[src/rtl/signed_divider_pkg.sv]
// Shared types for the signed restoring divider: control states and the
// control bundle the FSM hands to the datapath each cycle.
package signed_divider_pkg;

    typedef enum logic [2:0] {
        IDLE = 3'd0,
        LOAD = 3'd1,
        ITER = 3'd2,
        FIX  = 3'd3,
        DONE = 3'd4
    } state_t;

    typedef struct packed {
        logic capture;
        logic load;
        logic step;
        logic accept_sub;
        logic fix;
        logic zero_div;
    } ctrl_t;

endpackage

[src/rtl/signed_divider_datapath.sv]
// Operand/result registers, restoring subtractor, iteration counter and sign
// handling for the signed divider; sequenced entirely by the ctrl bundle.
module signed_divider_datapath
    import signed_divider_pkg::*;
#(
    parameter int WIDTH = 8
) (
    input  logic             clk,
    input  logic             reset,
    input  ctrl_t            ctrl,
    input  logic [WIDTH-1:0] dividend,
    input  logic [WIDTH-1:0] divisor,
    output logic [WIDTH-1:0] quotient,
    output logic [WIDTH-1:0] remainder,
    output logic             div_zero,
    output logic             overflow,
    output logic             cnt_zero,
    output logic             sub_neg,
    output logic             divisor_is_zero
);

    localparam int CW = $clog2(WIDTH + 1);
    localparam logic [WIDTH-1:0] MOST_NEG = {1'b1, {(WIDTH-1){1'b0}}};

    logic [WIDTH-1:0] a_reg, b_reg;
    logic [WIDTH-1:0] qmag, bmag;
    logic [WIDTH:0]   prem;
    logic [CW-1:0]    cnt;
    logic             qneg, rneg;
    logic [WIDTH-1:0] a_mag, b_mag;
    logic [WIDTH:0]   shifted, diff;

    // Negating the most-negative value wraps back to 2^(WIDTH-1), which is the
    // correct unsigned magnitude, so no special case is needed here.
    assign a_mag   = a_reg[WIDTH-1] ? -a_reg : a_reg;
    assign b_mag   = b_reg[WIDTH-1] ? -b_reg : b_reg;
    assign shifted = {prem[WIDTH-1:0], qmag[WIDTH-1]};
    assign diff    = shifted - {1'b0, bmag};

    assign sub_neg         = diff[WIDTH];
    assign cnt_zero        = (cnt == '0);
    assign divisor_is_zero = (b_reg == '0);

    always_ff @(posedge clk) begin
        if (reset) begin
            a_reg     <= '0;
            b_reg     <= '0;
            qmag      <= '0;
            bmag      <= '0;
            prem      <= '0;
            cnt       <= '0;
            qneg      <= 1'b0;
            rneg      <= 1'b0;
            quotient  <= '0;
            remainder <= '0;
            div_zero  <= 1'b0;
            overflow  <= 1'b0;
        end else begin
            if (ctrl.capture) begin
                a_reg    <= dividend;
                b_reg    <= divisor;
                div_zero <= 1'b0;
                overflow <= 1'b0;
            end
            if (ctrl.load) begin
                qmag <= a_mag;
                bmag <= b_mag;
                prem <= '0;
                cnt  <= CW'(WIDTH - 1);
                qneg <= a_reg[WIDTH-1] ^ b_reg[WIDTH-1];
                rneg <= a_reg[WIDTH-1];
            end
            if (ctrl.zero_div) begin
                quotient  <= '1;
                remainder <= a_reg;
                div_zero  <= 1'b1;
            end
            // The dividend magnitude shifts out of qmag as quotient bits shift in.
            if (ctrl.step) begin
                prem <= ctrl.accept_sub ? diff : shifted;
                qmag <= {qmag[WIDTH-2:0], ctrl.accept_sub};
                cnt  <= cnt - 1'b1;
            end
            if (ctrl.fix) begin
                quotient  <= qneg ? -qmag : qmag;
                remainder <= rneg ? -prem[WIDTH-1:0] : prem[WIDTH-1:0];
                overflow  <= (a_reg == MOST_NEG) && (b_reg == '1);
            end
        end
    end

endmodule

[src/rtl/signed_divider.sv]
// Signed multi-cycle divider: control FSM sequencing the restoring datapath
// through LOAD, WIDTH iteration steps and the sign fix-up.
module signed_divider
    import signed_divider_pkg::*;
#(
    parameter int WIDTH = 8
) (
    input  logic             clk,
    input  logic             reset,
    input  logic             start,
    input  logic [WIDTH-1:0] dividend,
    input  logic [WIDTH-1:0] divisor,
    output logic [WIDTH-1:0] quotient,
    output logic [WIDTH-1:0] remainder,
    output logic             done,
    output logic             busy,
    output logic             div_zero,
    output logic             overflow
);

    state_t state, next_state;
    ctrl_t  ctrl;
    logic   cnt_zero, sub_neg, divisor_is_zero;

    always_ff @(posedge clk) begin
        if (reset) state <= IDLE;
        else       state <= next_state;
    end

    always_comb begin
        next_state = state;
        ctrl       = '0;
        case (state)
            IDLE, DONE: begin
                if (start) begin
                    ctrl.capture = 1'b1;
                    next_state   = LOAD;
                end
            end
            LOAD: begin
                if (divisor_is_zero) begin
                    ctrl.zero_div = 1'b1;
                    next_state    = DONE;
                end else begin
                    ctrl.load  = 1'b1;
                    next_state = ITER;
                end
            end
            ITER: begin
                ctrl.step       = 1'b1;
                ctrl.accept_sub = !sub_neg;
                if (cnt_zero) next_state = FIX;
            end
            FIX: begin
                ctrl.fix   = 1'b1;
                next_state = DONE;
            end
            default: next_state = IDLE;
        endcase
    end

    assign done = (state == DONE);
    assign busy = (state == LOAD) || (state == ITER) || (state == FIX);

    signed_divider_datapath #(.WIDTH(WIDTH)) u_datapath (
        .clk             (clk),
        .reset           (reset),
        .ctrl            (ctrl),
        .dividend        (dividend),
        .divisor         (divisor),
        .quotient        (quotient),
        .remainder       (remainder),
        .div_zero        (div_zero),
        .overflow        (overflow),
        .cnt_zero        (cnt_zero),
        .sub_neg         (sub_neg),
        .divisor_is_zero (divisor_is_zero)
    );

endmodule

[config.mk]
export PLATFORM = sky130hd
export DESIGN_NAME = signed_divider
export DESIGN_NICKNAME = d
export VERILOG_FILES = /design/src/rtl/signed_divider_pkg.sv /design/src/rtl/signed_divider_datapath.sv /design/src/rtl/signed_divider.sv
export SDC_FILE = /design/constraint.sdc
export NUM_CORES = 1
export LEC_CHECK = 0
export CORE_AREA = 10 10 114 116
export CTS_BUF_LIST = sky130_fd_sc_hd__clkbuf_4
export CTS_CLUSTER_SIZE = 16
export DETAILED_ROUTE_END_ITERATION = 12
export DIE_AREA = 0 0 124 126
export MAX_ROUTING_LAYER = met4
export PLACE_DENSITY = 0.64
export SYNTH_ARGS = -nofsm -noshare
export SYNTH_HDL_FRONTEND = slang
export SYNTH_HIERARCHICAL = 1
export SYNTH_SLANG_ARGS = --single-unit
[constraint.sdc]
create_clock -name clk -period 8.6 [get_ports clk]
set_input_delay 1.72 -clock clk [delete_from_list [all_inputs] [get_ports clk]]
set_output_delay 1.72 -clock clk [all_outputs]
set_load 0.05 [all_outputs]
# Word level (Yosys, flattened, before mapping)
# Cells that the tools add are included.
# Widths: inputs -> output; s select.
# word_totals
register_bits	67
latchBits	0
ramBits	0
rom_bits	0
in_bits	19
output_inout_bits	20
elab_cells	71
mem_count	0
# classes
add_sub_neg	6
n_mul	0
div	0
magnitude_cmp	0
n_eq_ne	8
shifts	0
muxes	30
bitwise	1
reduce_logical	13
# ops
op	count
$mux 8	13
$neg 8->8	4
$eq 8x8->1 const B	2
$pmux 3 s4	1
$mux 1	10
$mux 3	3
$sub 9x8->9	1
$logic_not 8->1	1
$mux 4	2
$reduce_bool 2->1	4
$eq 3x2->1 const B	2
$logic_not 4->1	1
$ne 2x2->1 const B	2
$sub 4x1->4 const B	1
$eq 3x1->1 const B	1
$eq 3x3->1 const B	1
$logic_not 3->1	1
$logic_or 1x1->1	2
$mux 2	1
$reduce_and 2->1	1
$reduce_or 2->1	1
$logic_and 1x1->1	1
$logic_not 1->1	1
$xor 1x1->1	1

# Logic depth before layout (Yosys ltp)
# logic_depth
ltp_word	5
depth_mapped	13
mapped_depth_nobuf	12

# By module
# The synthesis kept the hierarchy.
# by_module_without_submodules
module	n_inst	cells_per_inst	area_each_um2
signed_divider_datapath	1	409	3480.8
signed_divider	1	26	183.9

# Worst setup path after synthesis
# OpenSTA, ideal clock, no wires.
# synth_path
kind	flip-flop to output port
from	register state[1]
to	output busy
arrival_time_ns	1.161
required_time_ns	6.880
slack_ns	5.719
path_stages_with_launch	4
path_buffers	1
cell_sequence	dfxtp_1 buf_2 nor2_1 nor2_1
# synth_between
elab_chain_len	3
word_cells_on_any_way	5
# synth_lines
element	line	source
from (decl)	signed_divider.sv:21	state_t state, next_state;
from (signal assigned)	signed_divider.sv:27	else state <= next_state;
$eq 3x1->1 / $eq 3x2->1 (equally long branches)	signed_divider.sv:63	assign busy = (state == LOAD) || (state == ITER) || (state == FIX);
$logic_or 1x1->1	signed_divider.sv:63	
$logic_or 1x1->1 *	signed_divider.sv:63	
to (decl)	signed_divider.sv:16	output logic busy,
# Mark *: on every way between the ends. The rest lies on a longest branch, timed or not.

# Final worst setup path
# layout_path
from	register state[1]
to	output done
# layout_between
elab_chain_len	1
# layout_lines
element	line	source
$eq 3x3->1	signed_divider.sv:62	assign done = (state == DONE);
to (decl)	signed_divider.sv:15	output logic done,
# No other way between the ends.

==> impl_metrics.env <==
export IMPL_yosysTopAreaCell="dfxtp_1"
export IMPL_timing_hold_ws_ps=472
export IMPL_syn_to_final_growth_pct=16.4
export IMPL_drv_cap=0
export IMPL_synth_ff_type="dfxtp_1"
export IMPL_grt_total_usage_pct=11.3
export IMPL_ir_worst_vdd_mv=0.0624
export IMPL_setup_viol=0
export IMPL_skew_ps=18.4
export IMPL_wire_per_inst_microns=14.1
export IMPL_ys_warn_count=6
export IMPL_crit_type="reg -> out"
export IMPL_synth_nets=470
export IMPL_hold_buffers=0
export IMPL_stdcell_area_sq_um=4270
export IMPL_synthCells=435
export IMPL_port_buffers=38
export IMPL_critPathCaptureType="output pin"
export IMPL_ant_nets=0
export IMPL_die_h_microns=126
export IMPL_cp_start_kind="flop"
export IMPL_row_count=38
export IMPL_drc=0
export IMPL_grt_pass1_vias=2942
export IMPL_io_pins=39
export IMPL_num_vias=3039
export IMPL_slew_headroom_pct=22.4
export IMPL_crit_start="state[1]$_SDFFE_PP0P_"
export IMPL_core_sq_um=10700
export IMPL_grt_pass1_wl_mm=14.2
export IMPL_routed_wl_mm=8.48
export IMPL_viasPerCell=5.06
export IMPL_h_tree_depth=3
export IMPL_finalSetupTns_ps=0
export IMPL_diodes=0
export IMPL_worst_ep_arrival_time_ps=1980
export IMPL_synth_avg_cell_area_sq_um=8.42
export IMPL_place_congestion=0.816
export IMPL_clk_pin_slew_ps=100
export IMPL_fin_crit_ps=3700
export IMPL_cts_root_buf="clkbuf_4"
export IMPL_hp_class="reg -> reg"
export IMPL_die_w_microns=124
export IMPL_die_area_sq_um=15600
export IMPL_leakage_nw=1.55
export IMPL_synth_top_area_share_pct=36.6
export IMPL_dpl_hpwl_mm=6.05
export IMPL_antenna_found_initial=0
export IMPL_cp_required_ps=6880
export IMPL_power_density_nw_per_um2=182
export IMPL_drive_above_1_share_pct=6.51
export IMPL_yosys_register_bits=67
export IMPL_fmax_ghz=0.270
export IMPL_status="finished, final reports clean"
export IMPL_final_cells=601
export IMPL_gr_total_overflow=0
export IMPL_cts_sinks=67
export IMPL_report_final_slew_viol_count=0
export IMPL_worstMarginPinSlew_ps=1150
export IMPL_r2r_start="u_datapath/b_reg[2]$_SDFFE_PP0P_"
export IMPL_grt_start_max_net_pins=69
export IMPL_clockBufferDepth=2
export IMPL_cts_made_buffers=9
export IMPL_nets=493
export IMPL_ctsResizeCount=0
export IMPL_dp_cells=587
export IMPL_rsz0062_at_grt="false"
export IMPL_placed_area_sq_um=4150
export IMPL_crit_fanout=8
export IMPL_finalCritPeriodShare_pct=43.1
export IMPL_async_flop_share_pct=0
export IMPL_min_from="u_datapath/bmag[7]$_SDFFE_PP0P_"
export IMPL_yosysSeqAreaShare_pct=36.6
export IMPL_syn_area_sq_um=3660
export IMPL_first_iter_violations=193
export IMPL_ys_top_cells_by_area="dfxtp_1, a211oi_1, mux2i_1, nor2_1, ha_1"
export IMPL_post_cts_buffers=0
export IMPL_drtPass1Iterations=4
export IMPL_synth_cell_types=50
export IMPL_clk_latency_ps=410
export IMPL_start_util_pct=34.3
export IMPL_synth_edf_count=0
export IMPL_cts_tree="yes"
export IMPL_p_total_uw=778
export IMPL_rrSetupSlack_ps=5550
export IMPL_hold_viol=0
layer usage:
layer	track usage (%)	vias up	wire length (microns)
met5	-	-	0
met4	2.71	0	57
met3	3.17	8	454
met2	16.9	60	3770
met1	14.8	1397	4200
li1	-	1574	-
synthesized netlist by cell type, types with 4 or more instances:
master and n:
a211oi_1 34, a21o_1 5, a21oi_1 23, a31oi_1 8, buf_2 5, clkbuf_1 24, dfxtp_1 67, ha_1 15
inv_1 24, mux2i_1 24, nand2_1 19, nand2b_1 4, nor2_1 57, nor2b_1 12, nor3_1 17, o31ai_1 9
or3_1 5, xnor2_1 14, xor2_1 15
cells by family after synthesis:
family	synth area share [%]
adder cells (fa/ha/maj)	5.67
XOR/XNOR	6.93
buffers and inverters	6.21
multiplexers	6.56
AO/OA/AOI/OAI	19.4
AND/OR/NAND/NOR	18.6
flip-flops	36.6
stage by stage:
| stage | util (%) | setup slack, ps |
|---|---|---|
| final | 39.9 | 4900 |
| after global routing | 39.9 | 4770 |
| after CTS | 39.9 | 4860 |
| after detailed placement | 38.8 | 4960 |
| after global placement | 38.8 | 5040 |
| after floorplan | - | 5720 |
placed cells by master (no fill, tap or decap), types with 3 or more instances in the layout:
master	count
a21boi_1	3
nor3b_1	3
clkdlybuf4s50_1	37
nor3_1	17
a211o_1	3
clkbuf_4	9
o31ai_1	9
nand3b_1	3
mux2i_1	24
o21ai_1	3
or3_1	5
nand2_1	19
ha_1	15
a211oi_1	34
buf_4	6
inv_2	3
a21oi_1	23
clkinv_1	3
nor2_1	55
o21ai_0	3
a21o_1	5
nor2b_1	12
dfxtp_1	67
xnor2_1	14
xor2_1	15
a31oi_1	8
inv_1	24
nand2b_1	4
cell type report:
| type | instances | area (sq um) |
|---|---|---|
| fill | 1088 | 6430 |
| sequential | 67 | 1340 |
| clock buffer | 9 | 67.6 |
| multi-input combinational | 309 | 2110 |
| tap | 140 | 175 |
| timing repair buffer | 44 | 420 |
| inverter | 27 | 101 |
| clock inverter | 5 | 46.3 |
final timing paths:
kind,endpoint,depth (start not counted)
worst min-delay path,u_datapath/bmag[7]$_SDFFE_PP0P_,2
worst max-delay path,done,3
worst max register to register,u_datapath/prem[5]$_SDFFE_PP0P_,8
worst min register to register,u_datapath/bmag[7]$_SDFFE_PP0P_,2
power by group:
group	total (mW)	internal, mW	switching, mW
sequential	0.368	0.336	0.0317
clock	0.188	0.0823	0.106
combinational	0.222	0.0958	0.126
worst max-delay path, stage by stage (launching register included):
cell and delay [ps]:
dfxtp_1 400, nor2_1 230, and2_1 150, clkdlybuf4s50_1 800
Power figures use the tool's default switching activity.
